**config.mk**
```make
export PLATFORM = sky130hd
export DESIGN_NAME = red_pitaya_decimator_block_flat
export DESIGN_NICKNAME = d
export VERILOG_FILES = /design/src/rtl/red_pitaya_decimator_block_if.sv /design/src/rtl/red_pitaya_decimator_block.sv /design/src/flat_wrapper.sv
export SDC_FILE = /design/constraint.sdc
export NUM_CORES = 1
export LEC_CHECK = 0
export BUFFER_PORTS_ARGS = -buffer_cell sky130_fd_sc_hd__buf_2
export CAP_MARGIN = 20
export CORE_MARGIN = 2
export CORE_UTILIZATION = 62
export DETAILED_ROUTE_END_ITERATION = 12
export GPL_ROUTABILITY_DRIVEN = 0
export PLACE_DENSITY = 0.78
export RECOVER_POWER = 25
export SYNTH_ARGS = -nofsm -noshare
export SYNTH_HDL_FRONTEND = slang
export SYNTH_SLANG_ARGS = --single-unit
```
**constraint.sdc**
```tcl
create_clock -name clk_i -period 4.9 [get_ports clk_i]
set_input_delay 0.49 -clock clk_i [delete_from_list [all_inputs] [get_ports clk_i]]
set_output_delay 0.49 -clock clk_i [all_outputs]
set_load 0.01 [all_outputs]
```
**src/rtl/red_pitaya_decimator_block_if.sv**
```systemverilog
// rtl/red_pitaya_decimator_block_if.sv - sample input / decimated output bundle for the boxcar decimator
// min_o/max_o exist only when DECIM_PEAK_EN is defined.
interface red_pitaya_decimator_block_if #(
  parameter int SIGNALBITS  = 14,
  parameter int LOG2DECBITS = 4
);
  logic                          enable_i;
  logic                          sync_i;
  logic        [LOG2DECBITS-1:0] log2dec_i;
  logic signed [SIGNALBITS-1:0]  signal_i;
  logic signed [SIGNALBITS-1:0]  signal_o;
  logic                          valid_o;
`ifdef DECIM_PEAK_EN
  logic signed [SIGNALBITS-1:0]  min_o;
  logic signed [SIGNALBITS-1:0]  max_o;

  modport master (
    output enable_i, sync_i, log2dec_i, signal_i,
    input  signal_o, valid_o, min_o, max_o
  );
  modport slave (
    input  enable_i, sync_i, log2dec_i, signal_i,
    output signal_o, valid_o, min_o, max_o
  );
`else
  modport master (
    output enable_i, sync_i, log2dec_i, signal_i,
    input  signal_o, valid_o
  );
  modport slave (
    input  enable_i, sync_i, log2dec_i, signal_i,
    output signal_o, valid_o
  );
`endif
endinterface

```
**src/rtl/red_pitaya_decimator_block.sv**
```systemverilog
// rtl/red_pitaya_decimator_block.sv - boxcar-averaging decimator, mean of 2^n samples per window
// Optional DECIM_PEAK_EN adds per-window min/max outputs.
module red_pitaya_decimator_block #(
  parameter int SIGNALBITS  = 14,
  parameter int LOG2DECBITS = 4,
  parameter int MAXLOG2DEC  = 13
) (
  input  logic                       clk_i,
  input  logic                       rstn_i,
  red_pitaya_decimator_block_if.slave bus
);
  localparam int ACCW = SIGNALBITS + MAXLOG2DEC;
  localparam int CNTW = MAXLOG2DEC;

  typedef enum logic {IDLE, ACC} state_t;

  state_t                  state_q;
  logic [LOG2DECBITS-1:0]  n_d, n_q;
  logic signed [ACCW-1:0]  acc_q, acc_base, sum;
  logic [CNTW-1:0]         cnt_q, cnt_base, cnt_last;
  logic                    restart, last;
  logic signed [SIGNALBITS-1:0] signal_q;
  logic                    valid_q;

  // A restart makes the current sample sample 0 of a fresh window.
  always_comb begin
    n_d      = (bus.log2dec_i > LOG2DECBITS'(MAXLOG2DEC)) ? LOG2DECBITS'(MAXLOG2DEC) : bus.log2dec_i;
    restart  = (state_q == IDLE) || bus.sync_i || (n_d != n_q);
    acc_base = restart ? '0 : acc_q;
    cnt_base = restart ? '0 : cnt_q;
    cnt_last = CNTW'((32'd1 << n_d) - 32'd1);
    last     = (cnt_base == cnt_last);
    sum      = acc_base + $signed({{MAXLOG2DEC{bus.signal_i[SIGNALBITS-1]}}, bus.signal_i});
  end

`ifdef DECIM_PEAK_EN
  logic signed [SIGNALBITS-1:0] run_min_q, run_max_q, min_d, max_d, min_q, max_q;
  logic                         seed;

  always_comb begin
    seed  = (cnt_base == '0);
    min_d = (seed || (bus.signal_i < run_min_q)) ? bus.signal_i : run_min_q;
    max_d = (seed || (bus.signal_i > run_max_q)) ? bus.signal_i : run_max_q;
  end

  assign bus.min_o = min_q;
  assign bus.max_o = max_q;
`endif

  always_ff @(posedge clk_i or negedge rstn_i) begin
    if (!rstn_i) begin
      state_q   <= IDLE;
      n_q       <= '0;
      acc_q     <= '0;
      cnt_q     <= '0;
      signal_q  <= '0;
      valid_q   <= 1'b0;
`ifdef DECIM_PEAK_EN
      run_min_q <= '0;
      run_max_q <= '0;
      min_q     <= '0;
      max_q     <= '0;
`endif
    end else begin
      n_q <= n_d;
      if (!bus.enable_i) begin
        state_q <= IDLE;
        acc_q   <= '0;
        cnt_q   <= '0;
        valid_q <= 1'b0;
`ifdef DECIM_PEAK_EN
        run_min_q <= '0;
        run_max_q <= '0;
`endif
      end else begin
        state_q <= ACC;
`ifdef DECIM_PEAK_EN
        run_min_q <= min_d;
        run_max_q <= max_d;
`endif
        if (last) begin
          signal_q <= SIGNALBITS'(sum >>> n_d);
          valid_q  <= 1'b1;
          acc_q    <= '0;
          cnt_q    <= '0;
`ifdef DECIM_PEAK_EN
          min_q    <= min_d;
          max_q    <= max_d;
`endif
        end else begin
          acc_q   <= sum;
          cnt_q   <= cnt_base + CNTW'(1);
          valid_q <= 1'b0;
        end
      end
    end
  end

  assign bus.signal_o = signal_q;
  assign bus.valid_o  = valid_q;
endmodule

```
**src/flat_wrapper.sv**
```systemverilog
// flat-port wrapper written by rule: the top's interface ports become plain ports
module red_pitaya_decimator_block_flat 
#(
  parameter int SIGNALBITS  = 14,
  parameter int LOG2DECBITS = 4,
  parameter int MAXLOG2DEC  = 13
)
  (clk_i, rstn_i, bus_enable_i, bus_sync_i, bus_log2dec_i, bus_signal_i, bus_signal_o, bus_valid_o);
  red_pitaya_decimator_block_if #(.SIGNALBITS(SIGNALBITS), .LOG2DECBITS(LOG2DECBITS)) bus_i ();
  input  logic clk_i;
  input  logic rstn_i;
  input wire logic [$bits(bus_i.enable_i)-1:0] bus_enable_i;
  input wire logic [$bits(bus_i.sync_i)-1:0] bus_sync_i;
  input wire logic [$bits(bus_i.log2dec_i)-1:0] bus_log2dec_i;
  input wire logic [$bits(bus_i.signal_i)-1:0] bus_signal_i;
  output wire logic [$bits(bus_i.signal_o)-1:0] bus_signal_o;
  output wire logic [$bits(bus_i.valid_o)-1:0] bus_valid_o;
  assign bus_i.enable_i = bus_enable_i;
  assign bus_i.sync_i = bus_sync_i;
  assign bus_i.log2dec_i = bus_log2dec_i;
  assign bus_i.signal_i = bus_signal_i;
  assign bus_signal_o = bus_i.signal_o;
  assign bus_valid_o = bus_i.valid_o;
  red_pitaya_decimator_block #(.SIGNALBITS(SIGNALBITS), .LOG2DECBITS(LOG2DECBITS), .MAXLOG2DEC(MAXLOG2DEC)) u_core (.clk_i(clk_i), .rstn_i(rstn_i), .bus(bus_i));
endmodule
```
## After elaboration in Yosys (flattened, before gate mapping)

Index checks and enable logic that the tools add are counted.

| storage, ports and cells | value |
|---|---|
| register bits | 60 |
| output and inout port bits | 15 |
| logic and storage cells | 28 |

| operators by class | value |
|---|---|
| $add $sub $neg | 3 |
| magnitude comparators | 1 |
| eq/ne operators | 2 |
| shift-type cells | 2 |
| muxes and demuxes | 10 |
| bitwise operators | 1 |
| reductions and logical operators | 3 |

Operators with widths:

| cell | number |
|---|---|
| 27-bit two-way mux | 3 |
| 13-bit two-way mux | 3 |
| 27-bit by 14-bit adder with 27-bit output | 1 |
| 27-bit by 4-bit >>> shifter with 14-bit output | 1 |
| 13-bit by 1-bit adder with 13-bit output, second input constant | 1 |
| 13-bit == test | 1 |
| 1-bit by 4-bit << shifter with 13-bit output, first input constant | 1 |
| 13-bit by 1-bit subtractor with 13-bit output, second input constant | 1 |
| 4-bit > comparator, second input constant | 1 |
| 4-bit two-way mux | 1 |
| 4-bit != test | 1 |
| 1-bit two-way mux | 3 |
| 1-bit logical OR | 2 |
| 2-bit AND reduction | 1 |
| 1-bit inverter | 1 |

## Logic depth before layout (Yosys ltp)

| logic depth | value |
|---|---|
| word-level depth | 8 |
| mapped depth | 21 |

## Worst setup path before layout

No wires, ideal clock.

| path | value |
|---|---|
| path type | input to register |
| start | in bus_log2dec_i[3] |
| end | reg u_core.signal_q[4], in the netlist u_core.bus.signal_o[4] |
| setup time | 0.125 ns |
| arrival | 4.442 ns |
| data required time | 4.775 ns |
| setup slack | 0.333 ns |
| stages | 20 |
| path through | buf_2 > inv_2 > o21ai_2 > inv_2 > xnor2_4 > and3_1 > buf_2 > clkbuf_1 > and2_1 > ha_1 > inv_1 > fa_1 > nand2b_1 > a21o_1 > a2111oi_2 > o311a_1 > nor2_1 > mux2_2 > mux4_2 > mux2_2 |

| between the ends | value |
|---|---|
| cells in the longest elaborated chain, start to end | 7 |
| elaborated cells on any way between the ends | 12 |
| those cells by class | add/sub (2); order compare (1); eq/ne (2); shift (2); mux (3); reduce/logical (2) |

Ends and longest elaborated chain:

| element | RTL line | text |
|---|---|---|
| start, declared | flat_wrapper.sv:14 | `input wire logic [$bits(bus_i.log2dec_i)-1:0] bus_log2dec_i;` |
| 4-bit > comparator * | red_pitaya_decimator_block.sv:27 | `n_d = (bus.log2dec_i > LOG2DECBITS'(MAXLOG2DEC)) ? LOG2DECBITS'(MAXLOG2DEC) : bus.log2dec_i;` |
| 4-bit two-way mux * | red_pitaya_decimator_block.sv:27 |  |
| net u_core.n_d[1] | red_pitaya_decimator_block.sv:18 | `logic [LOG2DECBITS-1:0] n_d, n_q;` |
| 4-bit != test | red_pitaya_decimator_block.sv:28 | `restart = (state_q == IDLE) \|\| bus.sync_i \|\| (n_d != n_q);` |
| 1-bit logical OR | red_pitaya_decimator_block.sv:28 |  |
| 27-bit two-way mux or 13-bit two-way mux (tied branches) | red_pitaya_decimator_block.sv:29, red_pitaya_decimator_block.sv:30 |  |
| 27-bit by 14-bit adder with 27-bit output or 13-bit == test (tied branches) | red_pitaya_decimator_block.sv:33, red_pitaya_decimator_block.sv:32 |  |
| 27-bit by 4-bit >>> shifter with 14-bit output or 2-bit AND reduction (tied branches) | - |  |
| end signal, assigned | red_pitaya_decimator_block.sv:82 | `signal_q <= SIGNALBITS'(sum >>> n_d);` |
| end, declared | red_pitaya_decimator_block.sv:22 | `logic signed [SIGNALBITS-1:0] signal_q;` |

Mark *: on every way through the listed nets, which the timed path passes. The rest lies on a longest branch.
A chain may end at the register's enable or synchronous reset.

## Worst setup path in the final report

| path | value |
|---|---|
| start | in bus_log2dec_i[3] |
| end | reg u_core.signal_q[12], in the netlist u_core.bus.signal_o[12] |

Same word-level chain as after synthesis.

==> flow_metrics.tcl <==
set metrics [dict create \
    status "finished with violations" \
    violations "capacitance limit, slew limit" \
    synth-edff-count 0 \
    ys_seq_area_frac 0.271 \
    portBuffers 36 \
    clkSinkCount 60 \
    ioPinCount 37 \
    cts_buffers 9 \
    stdcell_area_um2 6080 \
    die_h_um 98.5 \
    yosys.area_share.simple 0.242 \
    crit_fanout 24 \
    ys_types 76 \
    path_class "in -> reg" \
    final_cell_mix "80 x nor2_1, 67 x nand2_1, 60 x dfrtp_1" \
    drtAntennaViolNets 0 \
    first_pass_iters 5 \
    antenna_cells 0 \
    num_vias 5490 \
    fin_tns_setup_ps 0 \
    hold_path.class "in -> reg" \
    p_per_area_nw_per_um2 215 \
    max_slew.worst_pin.slew_ps 3350 \
    gr-usage-all-layers 0.327 \
    wire_per_inst_um 18.7 \
    crit_required_ps 5120 \
    first_iter_violations 490 \
    muxShareOfSynthArea 0.0535 \
    slew_viol_final 61 \
    synth-xor-area-share 0.0714 \
    clk_pin_slew_ps 70 \
    cts_tree "yes" \
    overflow 0 \
    root_buffer "clkbuf_8" \
    relSlewSlack -1.23 \
    final_common_cell "nor2_1" \
    grt_pass1_vias 5324 \
    vdd_ir_drop_max_mv 0.174 \
    fp.dieW_um 98.5 \
    syn_area_um2 5540 \
    ys_ff_latch 60 \
    synthFlopType "dfrtp_1" \
    clk_latency_ps 360 \
    die-area_um2 9700 \
    cts_hold_buffers 0 \
    cp.arrival_ps 4790 \
    wirelength_um 15600 \
    synth_compound_area_frac 0.245 \
    viasPerCell 6.58 \
    fmax_mhz 219 \
    cts-resized-gates 0 \
    placed_area_um2 5870 \
    power_uw 1310 \
    placed_cells 818 \
    fp.coreArea_um2 8680 \
    rows 34 \
    ctsLongestPathBuffers 2 \
    grt_max_degree 61 \
    final_hold_viol_count 0 \
    synthArstFlopShare 1.00 \
    antenna_found_initial 0 \
    drive_gt1_frac 0.152 \
    grt_pass1_wl_um 25700 \
    avgSynthCellArea_um2 8.01 \
    start_util 0.638 \
    rsz0062_at_grt "no" \
    dp.final_hpwl_um 11600 \
    stdcell_count 834 \
    htree_levels 3 \
    whs_ps 283 \
    drcViolationCount 0 \
    setup_viol 0 \
    period_share 0.933 \
    maxCapViolCount 1 \
    nNetsFinal 772 \
    post-cts-setup-buffers 0 \
    area_growth_pct 9.85 \
    ys_warn_count 0 \
    synth_top_family_by_area "compound AO/OA/AOI/OAI gates" \
    leakage_uw 0.00276 \
    skew_ps 10.6 \
    cp-start-kind "input pin" \
    synth_fa_ha_area_frac 0.0669 \
    synth.net_count 742 \
    synth_cells 691 \
    cp-end-kind "flip-flop" \
    period_needed_ps 4570 \
]
==> report_power, final <==
group	leakage, uW	total, uW	switching (uW)	internal, uW
Combinational	0.00185	285	182	102
Clock	0.000112	506	217	290
Sequential	0.000797	515	5.36	510
==> cells in the mapped netlist (all sizes together) (15+ instances only) <==
library cell	n	share of area
o21ai	37	0.034
nor2	80	0.054
inv	22	0.015
nand2	67	0.045
nand3	21	0.020
ha	28	0.063
xnor2	21	0.037
nor3	24	0.024
a21oi	38	0.034
and2	29	0.033
mux2i	15	0.027
clkbuf	27	0.018
dfrtp	60	0.27
xor2	22	0.035
buf	17	0.016
==> final timing paths <==
kind | startpoint | endpoint | slack [ps] | cells past startpoint
max | bus_log2dec_i[3] | u_core.bus.signal_o[12] | 330 | 19
min | bus_enable_i | u_core.state_q | 280 | 1
max reg2reg | u_core.n_q[2] | u_core.bus.signal_o[12] | 390 | 16
min reg2reg | u_core.bus.signal_o[5] | u_core.bus.signal_o[5] | 490 | 1
max in group asynchronous | rstn_i | u_core.cnt_q[11] | 1650 | 2
min in group asynchronous | rstn_i | u_core.acc_q[23] | 1360 | 2
==> routing by layer <==
layer  up-vias  GRT usage  wire [um]
li1       2575          -          -
met1      2590      0.425       6570
met2       266      0.544       7370
met3        59     0.0525       1150
met4         0      0.136        531
met5         -          0          0
==> state kept, by name, summed over array words and instances, names as in the netlist <==
signal and flops:
u_core.acc_q 27, u_core.bus.signal_o 14, u_core.bus.valid_o 1, u_core.cnt_q 13, u_core.n_q 4, u_core.state_q 1
==> critical path: stages <==
cell      delay, ps
buf_2           220
inv_2            70
o21ai_2         130
inv_1           200
xnor2_4         200
and3_1          220
buf_4           210
buf_4           200
and2_1          160
ha_1            410
nand2_1         130
o31ai_1         540
inv_1           110
a31oi_1         210
xnor2_1         250
mux2i_1         240
mux2_2          330
a222oi_1        320
a31oi_1         140
==> cell type report <==
| type | count | area [um^2] |
|---|---|---|
| fill | 708 | 2590 |
| inverter | 23 | 86.3 |
| clock buffer | 13 | 179 |
| timing repair buffer | 63 | 374 |
| sequential | 60 | 1500 |
| tap | 108 | 135 |
| multi-input combinational | 564 | 3760 |
| clock inverter | 3 | 42.5 |
==> cell families (layout without fill, tap and decap cells) <==
kind of cell    after synthesis  count (layout)
compound gates              192             192
xor+xnor                     43              43
fa+ha+maj                    29              29
buf+inv                      67             102
flops                        60              60
mux                          24              24
simple gates                276             276
==> metrics by stage <==
stage / utilization / setup slack (ps)
global route: 0.701 / 116
global placement: 0.676 / 317
finish: 0.701 / 328
detailed placement: 0.676 / 187
floorplan: - / 333
CTS: 0.702 / 478
Note: power is estimated with default switching activity, not from simulation.
